<file path="config.mk">
export PLATFORM = sky130hd
export DESIGN_NAME = dw02_div_seq
export DESIGN_NICKNAME = d
export VERILOG_FILES = /design/src/rtl/dw02_div_seq.sv
export SDC_FILE = /design/constraint.sdc
export NUM_CORES = 1
export LEC_CHECK = 0
export BUFFER_PORTS_ARGS = -buffer_cell sky130_fd_sc_hd__buf_2
export CAP_MARGIN = 0
export CORE_ASPECT_RATIO = 2
export CORE_MARGIN = 8
export CORE_UTILIZATION = 45
export CTS_BUF_LIST = sky130_fd_sc_hd__clkbuf_8
export DETAILED_ROUTE_END_ITERATION = 8
export SYNTH_ARGS = -nofsm -noshare
export SYNTH_HDL_FRONTEND = slang
export SYNTH_SLANG_ARGS = --single-unit
export TNS_END_PERCENT = 20
</file>
<file path="constraint.sdc">
create_clock -name clk -period 5.9 [get_ports clk]
set_input_delay 0.295 -clock clk [delete_from_list [all_inputs] [get_ports clk]]
set_output_delay 0.295 -clock clk [all_outputs]
set_load 0.1 [all_outputs]
</file>
<file path="src/rtl/dw02_div_seq.sv">
// Sequential restoring radix-2 divider: one quotient bit per clock, with a
// start/complete handshake and optional two's-complement operands.
module dw02_div_seq #(
    parameter int unsigned A_width = 16,
    parameter int unsigned B_width = 16
) (
    input  logic               clk,
    input  logic               rst_n,
    input  logic               start,
    input  logic               TC,
    input  logic [A_width-1:0] A,
    input  logic [B_width-1:0] B,
    output logic               busy,
    output logic               complete,
    output logic [A_width-1:0] quotient,
    output logic [B_width-1:0] remainder,
    output logic               divide_by_0
);

    localparam int unsigned CW = $clog2(A_width + 1);

    typedef enum logic [1:0] {StIdle, StCalc, StFix} state_e;

    state_e             state_q, state_d;
    logic [CW-1:0]      cnt_q, cnt_d;
    // Dividend magnitude shifts out of the top while quotient bits shift in.
    logic [A_width-1:0] q_q, q_d;
    logic [B_width:0]   rem_q, rem_d;
    logic [B_width:0]   dmag_q, dmag_d;
    logic               qneg_q, qneg_d;
    logic               rneg_q, rneg_d;
    logic               tc_q, tc_d;
    logic               asign_q, asign_d;
    logic [B_width-1:0] alow_q, alow_d;
    logic               dz_q, dz_d;
    logic               complete_q, complete_d;
    logic [A_width-1:0] quot_q, quot_d;
    logic [B_width-1:0] rout_q, rout_d;
    logic               dbz_q, dbz_d;

    logic [A_width-1:0] a_mag;
    logic [B_width:0]   b_mag;
    logic [B_width+1:0] rem_shift;
    logic [B_width+1:0] diff;

    always_comb begin
        // Unsigned A_width bits hold the magnitude of the most-negative value exactly.
        a_mag     = (TC && A[A_width-1]) ? -A : A;
        b_mag     = {1'b0, ((TC && B[B_width-1]) ? -B : B)};
        rem_shift = {rem_q, q_q[A_width-1]};
        diff      = rem_shift - {1'b0, dmag_q};
    end

    always_comb begin
        state_d    = state_q;
        cnt_d      = cnt_q;
        q_d        = q_q;
        rem_d      = rem_q;
        dmag_d     = dmag_q;
        qneg_d     = qneg_q;
        rneg_d     = rneg_q;
        tc_d       = tc_q;
        asign_d    = asign_q;
        alow_d     = alow_q;
        dz_d       = dz_q;
        complete_d = complete_q;
        quot_d     = quot_q;
        rout_d     = rout_q;
        dbz_d      = dbz_q;

        unique case (state_q)
            StIdle: begin
                if (start) begin
                    state_d    = StCalc;
                    cnt_d      = CW'(A_width);
                    q_d        = a_mag;
                    rem_d      = '0;
                    dmag_d     = b_mag;
                    qneg_d     = TC & (A[A_width-1] ^ B[B_width-1]);
                    rneg_d     = TC & A[A_width-1];
                    tc_d       = TC;
                    asign_d    = A[A_width-1];
                    alow_d     = A[B_width-1:0];
                    dz_d       = (B == '0);
                    complete_d = 1'b0;
                    dbz_d      = 1'b0;
                end
            end
            StCalc: begin
                if (!diff[B_width+1]) begin
                    rem_d = diff[B_width:0];
                    q_d   = {q_q[A_width-2:0], 1'b1};
                end else begin
                    rem_d = rem_shift[B_width:0];
                    q_d   = {q_q[A_width-2:0], 1'b0};
                end
                cnt_d = cnt_q - CW'(1);
                if (cnt_q == CW'(1)) begin
                    state_d = StFix;
                end
            end
            StFix: begin
                state_d    = StIdle;
                complete_d = 1'b1;
                dbz_d      = dz_q;
                if (dz_q) begin
                    if (!tc_q) begin
                        quot_d = '1;
                    end else if (asign_q) begin
                        quot_d = {1'b1, {(A_width - 1){1'b0}}};
                    end else begin
                        quot_d = {1'b0, {(A_width - 1){1'b1}}};
                    end
                    rout_d = alow_q;
                end else begin
                    quot_d = qneg_q ? -q_q : q_q;
                    rout_d = rneg_q ? -rem_q[B_width-1:0] : rem_q[B_width-1:0];
                end
            end
            default: begin
                state_d = StIdle;
            end
        endcase
    end

    always_ff @(posedge clk or negedge rst_n) begin
        if (!rst_n) begin
            state_q    <= StIdle;
            cnt_q      <= '0;
            q_q        <= '0;
            rem_q      <= '0;
            dmag_q     <= '0;
            qneg_q     <= 1'b0;
            rneg_q     <= 1'b0;
            tc_q       <= 1'b0;
            asign_q    <= 1'b0;
            alow_q     <= '0;
            dz_q       <= 1'b0;
            complete_q <= 1'b0;
            quot_q     <= '0;
            rout_q     <= '0;
            dbz_q      <= 1'b0;
        end else begin
            state_q    <= state_d;
            cnt_q      <= cnt_d;
            q_q        <= q_d;
            rem_q      <= rem_d;
            dmag_q     <= dmag_d;
            qneg_q     <= qneg_d;
            rneg_q     <= rneg_d;
            tc_q       <= tc_d;
            asign_q    <= asign_d;
            alow_q     <= alow_d;
            dz_q       <= dz_d;
            complete_q <= complete_d;
            quot_q     <= quot_d;
            rout_q     <= rout_d;
            dbz_q      <= dbz_d;
        end
    end

    assign busy        = (state_q != StIdle);
    assign complete    = complete_q;
    assign quotient    = quot_q;
    assign remainder   = rout_q;
    assign divide_by_0 = dbz_q;

endmodule

</file>
==> qor.txt <==
Max cap viols: 0
Met1 GRT Util: 0.193
Initial antenna violation count: 0
Slowest cell on the critical path: o211a_1
Maximum vdd drop: 0.245 mV
Syn Inst Count: 767
Area leader, netlist: dfrtp_1
DR pass1 iterations: 4
Synth warn: 0
Seq/Total Area, Yosys: 0.418
Hpwl dp: 13,700 µm
PD cells: 668 mW/mm²
ANT nets after route: 0
Met2 usage: 0.371
Slew Viols, Final: 0
Largest net degree at the start of global routing: 84
Vias: 5,687
Commonest cells post-synth: nand2_1, dfrtp_1, o21ai_0, a21oi_1
Post-Syn Area: 0.00659 mm²
Skew final: 0.0184 ns
Overflow after GRT: 0
Clock Path Buffers: 2
Final hold violation count: 0
Critical Path Sink Type: register
Met3 usage: 0.0254
DIE HEIGHT: 187 µm
Pwr Total: 4900 µW
Status: completed
Core footprint: 0.0144 mm²
I/O pins: 71
Ant diodes: 0
Critical path class: reg2reg
FFs w/ async S/R, synth: 1.00
GP Congestion: 0.877
Tcrit/Tclk final: 0.559
Clk root buf: clkbuf_8
CTS tree: built
Post-synth EDFFs: 0
Residual DRC count: 0
Top_reg_cell synth: dfrtp_1
Leakage: 0.00340 µW
Vias/cell: 5.59
Fin nets: 879
Overall Global Routing Usage: 0.194
Top Usage Layer GRT: met2
Rows: 62
# resized after CTS: 0
Critical Path RT: 6.18 ns
Detailed Route WL: 17,900 µm
Post-route minimum period: 3.30 ns
Synth Register Bits: 110
Vias in the first global route: 5,743
Wirelength per Cell: 17.6 µm
TNS Setup: 0 ns
Post-synth net total: 826
Crit path cell chain: ha_1, a21o_1, a31oi_1, a21oi_1, o2111ai_1, o211a_1, mux2i_1, or3_1
CP Max Fanout: 18
Most instantiated library cell after synthesis: nand2_1
Worst skew pair latency: 0.40 ns
Hold WC Path Type: in2reg
Achievable Freq: 0.303 GHz
Slowest stage delay, CP: 0.73 ns
Largest cells by area after synthesis: dfrtp_1, o21ai_0, nand2_1
CTS HTree Levels: 3
CTS clock-pin slew for the worst setup and hold paths: 0.12 ns
CP Launch Type: register
Least-Margin Pin Slew: 1.06 ns
Num CTS Buffers: 9
Fin Hold WS: 0.130 ns
Library cells used by synthesis: 50
Share of layout cells above drive strength 1: 0.125
RSZ-0062 raised after global routing: no
Headroom to the max-slew limit: 0.294
Avg Inst Size Synth: 8.59 µm²
First-pass GRT wire length: 28,900 µm
Initial DRC Count: 260
Area share of the largest cell type after synthesis: 0.418
Die Area: 0.0190 mm²
I/O Buffers: 70
Clk sinks: 110
Final setup vio count: 0
Worst EP arrival: 3.58 ns
Starting Density: 0.459
Chip Width: 102 µm
Synth-to-layout area growth: 11.4%
[cells by family after synthesis]
logic type	after synthesis	share of synthesized area
simple gates	256	0.179
compound gates	219	0.199
flops	110	0.418
buf+inv	73	0.0420
xor+xnor	67	0.0890
fa+ha+maj	23	0.0448
mux	19	0.0289
[flip-flops by register name (all words and copies together), names as in the netlist, 2 cells and up]
signal     count
remainder     16
dmag_q        16
alow_q        15
quotient      16
state_q        2
q_q           16
cnt_q          5
rem_q         17
[report_power, final]
| part | leakage [µW] | switching [µW] | internal [µW] | total (µW) |
|---|---|---|---|---|
| sequential | 0.00139 | 350 | 1090 | 1440 |
| combinational | 0.00190 | 1900 | 1050 | 2950 |
| clock | 0.000113 | 302 | 211 | 513 |
[area by class of cell]
cell class,instances,area (µm²)
multi-input cells,584,3560
inverters,36,135
well taps,192,240
repair buffers,79,423
fillers,1392,7010
clock buffers,9,124
clock inverters,7,105
flip-flops and latches,110,2750
[timing repair]
| action | 4_1_cts | 5_1_grt |
|---|---|---|
| hold buffers | 1 | 0 |
| setup buffers | 0 | 0 |
| endpoints found under the hold margin | 46 | 0 |
[routing by layer]
| layer | part of all wire | vias to the layer above |
|---|---|---|
| met2 | 0.57 | 123 |
| li1 | - | 2782 |
| met4 | 0.034 | 0 |
| met1 | 0.36 | 2750 |
| met5 | 0 | - |
| met3 | 0.033 | 32 |
[path summary, 6_finish.rpt]
kind	endpoint	slack (ns)	depth (start not counted)	start
max in group asynchronous	q_q[15]	4.15	3	rst_n
setup reg to reg	rem_q[16]	2.60	8	rem_q[3]
hold reg to reg	remainder[3]	0.49	2	remainder[3]
setup / recovery	rem_q[16]	2.60	8	rem_q[3]
min in group asynchronous	quotient[6]	0.45	2	rst_n
hold / removal	dz_q	0.13	2	B[14]
[layout by cell type, fill, tap and decap left out, types with 4 or more instances in the layout]
| cell type | n |
|---|---|
| nor2_1 | 36 |
| a22oi_1 | 14 |
| or4_1 | 4 |
| and3_1 | 5 |
| nand2_1 | 123 |
| o21ai_0 | 100 |
| o21a_1 | 16 |
| inv_1 | 36 |
| and2_1 | 4 |
| or3_1 | 6 |
| nand3_1 | 28 |
| a31oi_1 | 4 |
| or2_2 | 4 |
| a21oi_1 | 40 |
| buf_2 | 69 |
| nand3b_1 | 6 |
| a21o_1 | 8 |
| xnor2_1 | 36 |
| o41ai_1 | 6 |
| ha_1 | 22 |
| xor2_1 | 31 |
| dfrtp_1 | 110 |
| nor3_1 | 18 |
| clkbuf_8 | 9 |
| buf_4 | 9 |
| mux2i_1 | 19 |
| o31ai_1 | 9 |
| nor2b_1 | 5 |
[per-stage QoR]
stage,cell area [µm²],instances,setup WS (ns),util
2_1_floorplan,6590,767,3.15,-
3_3_place_gp,7100,1000,2.69,0.495
3_5_place_dp,7100,1000,2.62,0.495
4_1_cts,7340,1017,2.62,0.512
5_1_grt,7340,1017,2.41,0.512
6_report,7340,1017,2.60,0.512
[critical path: cells and delay by family, from the launching register on]
kind | cells | cell delay, ns
DFF | 1 | 0.48
and+or+nand+nor | 1 | 0.38
muxes | 1 | 0.16
AOI/OAI and AO/OA | 5 | 1.75
adders and majority gates | 1 | 0.40
Note: power is estimated with default switching activity, not from simulation.
